===== config.mk =====
export PLATFORM = sky130hd
export DESIGN_NAME = mem_arb_2p
export DESIGN_NICKNAME = d
export VERILOG_FILES = /design/src/rtl/mem_arb_2p.sv
export SDC_FILE = /design/constraint.sdc
export NUM_CORES = 1
export LEC_CHECK = 0
export CAP_MARGIN = 10
export CORE_ASPECT_RATIO = 1.5
export CORE_MARGIN = 10
export CORE_UTILIZATION = 43
export CTS_BUF_LIST = sky130_fd_sc_hd__clkbuf_4 sky130_fd_sc_hd__clkbuf_8 sky130_fd_sc_hd__clkbuf_16
export CTS_CLUSTER_DIAMETER = 60
export DETAILED_ROUTE_END_ITERATION = 8
export PLACE_DENSITY = 0.81
export RECOVER_POWER = 100
export SLEW_MARGIN = 25
export SYNTH_ARGS = -nofsm -noshare
export SYNTH_HDL_FRONTEND = slang
export SYNTH_SLANG_ARGS = --single-unit

===== constraint.sdc =====
create_clock -name clk -period 2.9 [get_ports clk]
set_clock_uncertainty 0.05 [all_clocks]
set_input_delay 0.58 -clock clk [delete_from_list [all_inputs] [get_ports clk]]
set_output_delay 0.58 -clock clk [all_outputs]
set_load 0.03 [all_outputs]

===== src/rtl/mem_arb_2p.sv =====
// Shares one single-port word memory between the fetch port and the load/store port.
// One transaction at a time: latch in IDLE, hold address for WAIT_CYCLES, ack in RESP.
//
// state  | meaning
// IDLE   | waiting for a request; arbitration happens here
// ACCESS | memory address held; cnt counts down to the capture/commit cycle
// RESP   | one-cycle ack to the grantee
module mem_arb_2p #(
   parameter int WAIT_CYCLES = 1
) (
   input  logic        clk,
   input  logic        rst_n,
   input  logic        if_req,
   input  logic [11:2] if_addr,
   output logic        if_ack,
   output logic [31:0] if_rdata,
   input  logic        d_req,
   input  logic        d_we,
   input  logic [11:2] d_addr,
   input  logic [31:0] d_wdata,
   output logic        d_ack,
   output logic [31:0] d_rdata,
   output logic [11:2] mem_addr,
   output logic        mem_we,
   output logic [31:0] mem_wdata,
   input  logic [31:0] mem_rdata,
   output logic        busy
);

   typedef enum logic [1:0] {IDLE, ACCESS, RESP} state_t;

   localparam logic [3:0] CNT_INIT = 4'(WAIT_CYCLES - 1);

   state_t      state, state_nx;
   logic [3:0]  cnt, cnt_nx;
   logic        sel_d, sel_d_nx;
   logic        last_d, last_d_nx;
   logic        we_q, we_nx;
   logic        grant_d;
   logic [11:2] addr_nx;
   logic [31:0] wdata_nx;
   logic        mem_we_nx;
   logic        cap_if, cap_d;

   always_ff @(posedge clk or negedge rst_n) begin
      if (!rst_n) begin
         state <= IDLE;
      end else begin
         state <= state_nx;
      end
   end

   always_comb begin
      state_nx  = state;
      cnt_nx    = cnt;
      sel_d_nx  = sel_d;
      last_d_nx = last_d;
      we_nx     = we_q;
      addr_nx   = mem_addr;
      wdata_nx  = mem_wdata;
      mem_we_nx = 1'b0;
      cap_if    = 1'b0;
      cap_d     = 1'b0;
      grant_d   = 1'b0;
      case (state)
         IDLE: begin
            if (if_req || d_req) begin
               // on a tie the port that lost last time wins
               grant_d   = d_req && (!if_req || !last_d);
               sel_d_nx  = grant_d;
               last_d_nx = grant_d;
               we_nx     = grant_d && d_we;
               addr_nx   = grant_d ? d_addr : if_addr;
               wdata_nx  = grant_d ? d_wdata : mem_wdata;
               cnt_nx    = CNT_INIT;
               mem_we_nx = grant_d && d_we && (CNT_INIT == 4'd0);
               state_nx  = ACCESS;
            end
         end
         ACCESS: begin
            if (cnt != 4'd0) begin
               cnt_nx    = cnt - 4'd1;
               mem_we_nx = we_q && (cnt == 4'd1);
            end else begin
               cap_if   = !sel_d;
               cap_d    = sel_d && !we_q;
               state_nx = RESP;
            end
         end
         RESP:    state_nx = IDLE;
         default: state_nx = IDLE;
      endcase
   end

   always_ff @(posedge clk or negedge rst_n) begin
      if (!rst_n) begin
         cnt       <= 4'd0;
         sel_d     <= 1'b0;
         last_d    <= 1'b1;
         we_q      <= 1'b0;
         mem_addr  <= '0;
         mem_wdata <= '0;
         mem_we    <= 1'b0;
         if_rdata  <= '0;
         d_rdata   <= '0;
      end else begin
         cnt       <= cnt_nx;
         sel_d     <= sel_d_nx;
         last_d    <= last_d_nx;
         we_q      <= we_nx;
         mem_addr  <= addr_nx;
         mem_wdata <= wdata_nx;
         mem_we    <= mem_we_nx;
         if (cap_if) if_rdata <= mem_rdata;
         if (cap_d)  d_rdata  <= mem_rdata;
      end
   end

   assign if_ack = (state == RESP) && !sel_d;
   assign d_ack  = (state == RESP) && sel_d;
   assign busy   = (state != IDLE);

endmodule


# [Word level (Yosys, flattened, before mapping)]
# Cells that the tools add are included.
[totals] register_bits=116 out_inout_bits=110 in_bits=89
[classes] n_eq_ne=6 add_sub_neg=1 n_mux=14 reduce_logical=20
[ops] op="$mux 10" n=1
[ops] op="$mux 4" n=2
[ops] op="$pmux 4 s2" n=1
[ops] op="$logic_and 1x1->1" n=6
[ops] op="$mux 1" n=6
[ops] op="$ne 2x2->1 const B" n=3
[ops] op="$reduce_and 3->1" n=2
[ops] op="$eq 4x1->1 const B" n=1
[ops] op="$logic_not 1->1" n=4
[ops] op="$mux 2" n=2
[ops] op="$pmux 2 s2" n=1
[ops] op="$reduce_and 2->1" n=2
[ops] op="$reduce_bool 2->1" n=2
[ops] op="$reduce_bool 4->1" n=1
[ops] op="$sub 4x1->4 const B" n=1
[ops] op="$eq 2x1->1 const B" n=1
[ops] op="$eq 2x2->1 const B" n=1
[ops] op="$logic_not 2->1" n=1
[ops] op="$logic_or 1x1->1" n=2
[ops] op="$pmux 1 s2" n=1

# [Logic depth before layout (Yosys ltp)]
# Gate-level depths: netlist (run 1).
[depth] word_depth=6 ltp_mapped=7 ltp_nobuf=5

# [Worst setup path before layout (run 1)]
# Ideal clock, no wire load.
[synth_timing] path_type="reg2reg" start="register cnt[0]" end="register if_rdata[10]" setup_ns=0.125 synth_period_minus_slack_ns=2.111 path_stages_with_launch=8 setup_slack_ns=0.789 t_arrival_ns=1.936 path_cell_list="dfrtp_1 -> inv_1 -> ha_1 -> or3b_4 -> or3_1 -> buf_6 -> buf_12 -> mux2_4"
[synth_between] elab_chain_cells=3
[synth_lines] item="from (decl)" line="35" rtl="logic [3:0] cnt, cnt_nx;"
[synth_lines] item="from (signal assigned)" line="107" rtl="cnt <= cnt_nx;"
[synth_lines] item="$reduce_bool 4->1" line="81" rtl="if (cnt != 4'd0) begin"
[synth_lines] item="$mux 1" line="81"
[synth_lines] item="$mux 1" line="65" rtl="case (state)"
[synth_lines] item="to (signal assigned)" line="114" rtl="if (cap_if) if_rdata <= mem_rdata;"
[synth_lines] item="to (decl)" line="16" rtl="output logic [31:0] if_rdata,"
# No other way between the ends.
# A chain may end at the register's enable or synchronous reset.

# [Worst setup path in the final report (run 1)]
[layout_timing] start="register state[0]" end="output busy"
[layout_between] elab_chain_cells=1
[layout_lines] item="from (decl)" line="34" rtl="state_t state, state_nx;"
[layout_lines] item="from (signal assigned)" line="49" rtl="state <= state_nx;"
[layout_lines] item="$reduce_bool 2->1" line="121" rtl="assign busy = (state != IDLE);"
[layout_lines] item="to (decl)" line="27" rtl="output logic busy"
# No other way between the ends.

==> flow_summary.json, run 1 <==
{
  "outcome": "finished clean",
  "slew_headroom_pct": 15.9,
  "grtUsageTotal_pct": 16.8,
  "grt_max_degree": 65,
  "synth_nets": 402,
  "netlist_area_um2": 4690,
  "synth_area_leaders": "dfrtp_1 (61%), mux2_2 (16%), mux2_4 (9.6%)",
  "drc": 0,
  "crit_path_top_delay_cell": "dlygate4sd3_1",
  "drive_above_1_share_pct": 20.8,
  "finalNetCount": 612,
  "synth_top_cell_area_share_pct": 61.4,
  "critPathRequiredTime_ns": 2.27,
  "hold_viol_final": 0,
  "worst-path-max-fanout": 8,
  "yosys.cell_types.count": 38,
  "drt-pass1-iter-count": 4,
  "setup_viol": 0,
  "clock.fmax_ghz": 0.374,
  "crit_path_end_kind": "output pin",
  "drv_slew": 0,
  "whs_ns": 0.384,
  "synth_edf_count": 0,
  "synth_top_area_cell": "dfrtp_1",
  "ir_worst_vdd_mv": 0.689,
  "clock-sinks": 116,
  "area_growth_pct": 55.7,
  "place_hpwl_um": 9920,
  "start_util_pct": 44.0,
  "fp.dieW_um": 105,
  "leakagePower_nw": 3.11,
  "htreeDepth": 4,
  "grt.overflow.total": 0,
  "num_vias": 3346,
  "drtIter0Drc": 85,
  "period_share_pct": 92.3,
  "synth_seq_area_share_pct": 62.0,
  "cap_violations": 0,
  "worstSetupPathType": "flop to output pin",
  "crit_chain": "nor2_1 -> clkinv_1 -> dlygate4sd3_1",
  "clk_latency_ns": 0.40,
  "synth_ff_type": "dfrtp_1",
  "grt_pass1_vias": 3806,
  "setup_ws_ns": 0.225,
  "num_io_pins": 199,
  "io_buffers": 198,
  "yosys_register_bits": 116,
  "finalWirelength_um": 13100,
  "synth_async_sr_flop_share_pct": 100,
  "rr_endpoint": "if_rdata[23]",
  "grt_pass1_wl_um": 20600,
  "cts_setup_buffers": 0,
  "dp_slack_ns": 0.472,
  "crit_arrival_ns": 2.05,
  "viasPerCell": 4.94,
  "r2r-start": "cnt[0]",
  "tns_ns": 0,
  "cp-start-kind": "flop",
  "min_period_ns": 2.68,
  "p_per_area_nw_per_um2": 1300,
  "cts_hold_buf": 0,
  "core_area_um2": 10600,
  "drtAntennaViolNets": 0,
  "routabilityCongestion": 0.770,
  "clockRootBuffer": "clkbuf_16",
  "power.total_mw": 9.51,
  "r2r_setup_slack_ns": 0.33,
  "max_stage_delay_ns": 0.78,
  "rsz0062_at_grt": "no",
  "min_path_type": "input port to async pin",
  "syn_area_per_cell_um2": 15.1,
  "cts_made_buffers": 17,
  "yosysWarnings": 0,
  "cts_resized": 0,
  "die_h_um": 148,
  "path_clk_slew_ns": 0.05,
  "cts_tree": "done",
  "r2r_cells": 6,
  "syn_inst": 310,
  "clock_path_buffers": 2,
  "fillerInstances": 769,
  "worstMarginPinSlew_ns": 1.26,
  "fp-row-count": 46,
  "antenna_found_initial": 0,
  "die_area_um2": 15600,
  "post_drt_wl_per_cell_um": 19.3
}
==> final cells by class <==
cell class / instances / area (um^2) / share of cell area, %
antenna: 1 / 2.50 / 0.0343
clock buffer: 22 / 482 / 6.60
clock inverter: 10 / 129 / 1.77
inverter: 3 / 11.3 / 0.154
multi-input combinational: 177 / 1560 / 21.4
sequential: 116 / 2900 / 39.8
tap: 144 / 180 / 2.47
timing repair buffer: 205 / 2030 / 27.8
==> worst max-delay path by stage <==
stage | startpoint | endpoint | slack, ns
floorplan | cnt[0] | if_rdata[10] | 0.79
global placement | cnt[0] | if_rdata[21] | 0.55
detailed placement | cnt[0] | if_rdata[20] | 0.47
CTS | state[0] | busy | 0.30
global route | state[0] | busy | 0.1
finish | state[0] | busy | 0.22
==> cell usage in the layout, fill, tap and decap left out, drive strengths merged, types with 2 or more instances in the layout <==
cell type / Yosys / final
ha: 3 / 3
clkinv: 1 / 8
dfrtp: 115 / 115
buf: 4 / 3
o21ai: 4 / 4
nor3b: 2 / 2
clkdlybuf4s50: 0 / 86
nand2: 26 / 26
a31oi: 10 / 10
inv: 2 / 2
a21oi: 10 / 10
mux2: 96 / 96
bufinv: 0 / 3
dlygate4sd3: 0 / 111
nor2: 4 / 4
or3: 2 / 2
clkbuf: 10 / 27
==> worst max-delay path, delay by kind of cell (launching register included) <==
kind	cells	cell delay (ns)
buf+inv	2	1.02
flops	1	0.45
simple gates	1	0.18
==> kinds of logic (layout without fill, tap and decap cells) <==
kind of cell,after synthesis,count (layout),share of synthesized area (%)
AO/OA/AOI/OAI,33,33,4.41
adder cells (fa/ha/maj),3,3,0.801
buffers and inverters,17,240,2.56
flip-flops,116,116,62.0
multiplexers,97,97,25.7
other,0,1,0
AND/OR/NAND/NOR,44,44,4.57
==> flip-flops by register name, summed over array words and instances (netlist names) <==
name,flops
mem_addr,10
if_rdata,32
cnt,4
mem_wdata,32
we_q,1
sel_d,1
last_d,1
mem_we,1
d_rdata,32
state,2
==> synth_stat cells, types with 2 or more instances <==
| master | n |
|---|---|
| nand2_1 | 26 |
| ha_1 | 3 |
| dfrtp_1 | 115 |
| nor3b_1 | 2 |
| nor2_1 | 4 |
| clkbuf_1 | 10 |
| mux2_4 | 30 |
| mux2_2 | 66 |
| a31oi_1 | 10 |
| a21oi_1 | 10 |
| inv_1 | 2 |
| buf_12 | 3 |
| o21ai_0 | 4 |
==> per-stage QoR <==
stage	area [um^2]	utilization, %	cells
floorplan	4690	-	310
global placement	6800	63.9	645
detailed placement	6800	63.9	645
CTS	7410	69.6	677
global route	7290	68.5	677
finish	7290	68.5	678
==> power breakdown <==
group | switching, mW | internal (mW) | leakage [nW] | total [mW]
Combinational | 2.65 | 1.89 | 1.44 | 4.54
Sequential | 0.413 | 2.43 | 1.36 | 2.85
Clock | 0.696 | 1.43 | 0.310 | 2.12
==> metal layers <==
layer  wire length, um  up-vias  track usage [%]  share of wire, %
li1                  -     1531                -                 -
met1              4640     1651             16.7                36
met2              6930      144             29.1                53
met3              1240       20             8.70               9.5
met4               250        0             6.47               1.9
met5                 0        -                0                 0
Power figures use the tool's default switching activity.
==> run 2, diff against run 1 <==
- PLACE_DENSITY: 0.81 -> 0.78
- TNS_END_PERCENT: default -> 20
==> run 2 against run 1 <==
Net effect: the run now ends with capacitance limit, slew limit left; clock power shrank 3%; non-clock buffer count is the same; worst setup slack gained 0.0048 ns; die area is the same; sequential power is essentially flat; combinational power shrank 0.9%; cell count shrank 0.15%; total power shrank 1.4%; largest power group unchanged; highest routed layer unchanged.
==> flow_summary.json, run 2 (synthesis gave the netlist of run 1 again) <==
{
  "crit_path_top_delay_cell": "dlygate4sd3_1",
  "cts_tree": "done",
  "p_per_area_nw_per_um2": 1290,
  "cp-start-kind": "flop",
  "tns_ns": 0,
  "num_vias": 3355,
  "whs_ns": 0.436,
  "cts_setup_buffers": 0,
  "final_core_util_pct": 68.3,
  "core_area_um2": 10600,
  "start_util_pct": 44.0,
  "drtAntennaViolNets": 0,
  "worst-path-max-fanout": 8,
  "die_area_um2": 15600,
  "die_h_um": 148,
  "antenna_cells": 0,
  "crit_arrival_ns": 2.04,
  "power.total_mw": 9.38,
  "leakagePower_nw": 3.07,
  "post_drt_wl_per_cell_um": 19.2,
  "worstMarginPinSlew_ns": 1.95,
  "drc": 0,
  "ir_worst_vdd_mv": 0.606,
  "clockRootBuffer": "clkbuf_16",
  "hold_viol_final": 0,
  "period_share_pct": 92.1,
  "fp.dieW_um": 105,
  "mostFrequentLayoutCell": "dfrtp_1",
  "crit_path_end_kind": "output pin",
  "max_stage_delay_ns": 0.77,
  "critPathRequiredTime_ns": 2.27,
  "place_hpwl_um": 9870,
  "antenna_found_initial": 0,
  "slew_headroom_pct": -29.8,
  "drive_above_1_share_pct": 20.3,
  "grt_max_degree": 63,
  "multiInputGateArea_um2": 1550,
  "min_path_type": "flop to flop",
  "fillerInstances": 810,
  "cts_hold_buf": 0,
  "top_regs": "d_rdata: 32 flops, if_rdata: 32 flops, mem_wdata: 32 flops",
  "path_clk_slew_ns": 0.05,
  "area_growth_pct": 55.1,
  "fp-row-count": 46,
  "viasPerCell": 4.96,
  "dp_slack_ns": 0.504,
  "drv_slew": 35,
  "min_period_ns": 2.67,
  "cts_made_buffers": 17,
  "htreeDepth": 4,
  "grt_pass1_wl_um": 20800,
  "io_buffers": 198,
  "setup_viol": 0,
  "finalWirelength_um": 13000,
  "cap_violations": 1,
  "num_io_pins": 199,
  "worstSetupPathType": "flop to output pin",
  "drtIter0Drc": 71,
  "cts_resized": 0,
  "clock.fmax_ghz": 0.374,
  "crit_family": "buffers and inverters",
  "routabilityCongestion": 0.760,
  "path_buf_inv": 2,
  "clk_latency_ns": 0.40,
  "crit_chain": "nor2_1 -> clkinv_1 -> dlygate4sd3_1",
  "clock-sinks": 116,
  "grt.overflow.total": 0,
  "setup_ws_ns": 0.229,
  "violations": "capacitance limit, slew limit",
  "finalNetCount": 612,
  "drt-pass1-iter-count": 4,
  "outcome": "complete, but fails checks",
  "rsz0062_at_grt": "no",
  "clock_path_buffers": 2,
  "ff_latch_area_um2": 2900,
  "grt_pass1_vias": 3793,
  "grtUsageTotal_pct": 17.0,
  "final_cell_mix": "dfrtp_1 (115), dlygate4sd3_1 (111), clkdlybuf4s50_1 (86), mux2_2 (66), mux2_1 (30)"
}
==> run 2: cell types whose count changed in the layout (fill, tap and decap cells not counted), sizes merged <==
| cell | change |
|---|---|
| buf | -1 |
| bufinv | -1 |
| clkbuf | -1 |
| clkinv | -4 |
| clkinvlp | +6 |
| diode | -1 |
| inv | +1 |
==> run 2: worst register-to-register path, cell delays in order (launching register included) <==
cell and delay [ns]:
dfrtp_1 0.41, inv_1 0.10, ha_1 0.20, nor3b_1 0.54
nand4b_1 0.15, clkbuf_2 0.54, mux2_2 0.49
==> run 2: final timing paths <==
kind	to	startpoint	cells past startpoint	slack [ns]
max in group asynchronous	mem_wdata[1]	rst_n	2	0.74
setup / recovery	busy	state[0]	3	0.23
setup reg to reg	d_rdata[27]	cnt[0]	6	0.29
min in group asynchronous	if_rdata[10]	rst_n	1	0.67
hold reg to reg	if_rdata[15]	if_rdata[15]	1	0.44
hold / removal	if_rdata[15]	if_rdata[15]	1	0.44
==> run 2: through the flow <==
step / cells / area (um^2)
6_report: 677 / 7270
5_1_grt: 677 / 7270
4_1_cts: 677 / 7400
2_1_floorplan: 310 / 4690
3_3_place_gp: 645 / 6800
3_5_place_dp: 645 / 6800
==> run 2: area by class of cell <==
class,instances,share of cell area [%]
clock inverters,12,1.77
clock buffers,20,6.42
inverters,3,0.155
repair buffers,205,27.9
multi-input cells,177,21.3
flip-flops and latches,116,40.0
well taps,144,2.48
==> run 2: layer usage <==
layer	routed length [um]	global-route usage, %
met4	193	7.23
met2	6980	29.8
met3	1110	7.09
met1	4720	17.2
met5	0	0
==> run 2: power breakdown <==
part | internal, mW | switching [mW] | leakage (nW)
Clock | 1.33 | 0.718 | 0.276
Combinational | 1.87 | 2.63 | 1.43
Sequential | 2.43 | 0.401 | 1.36
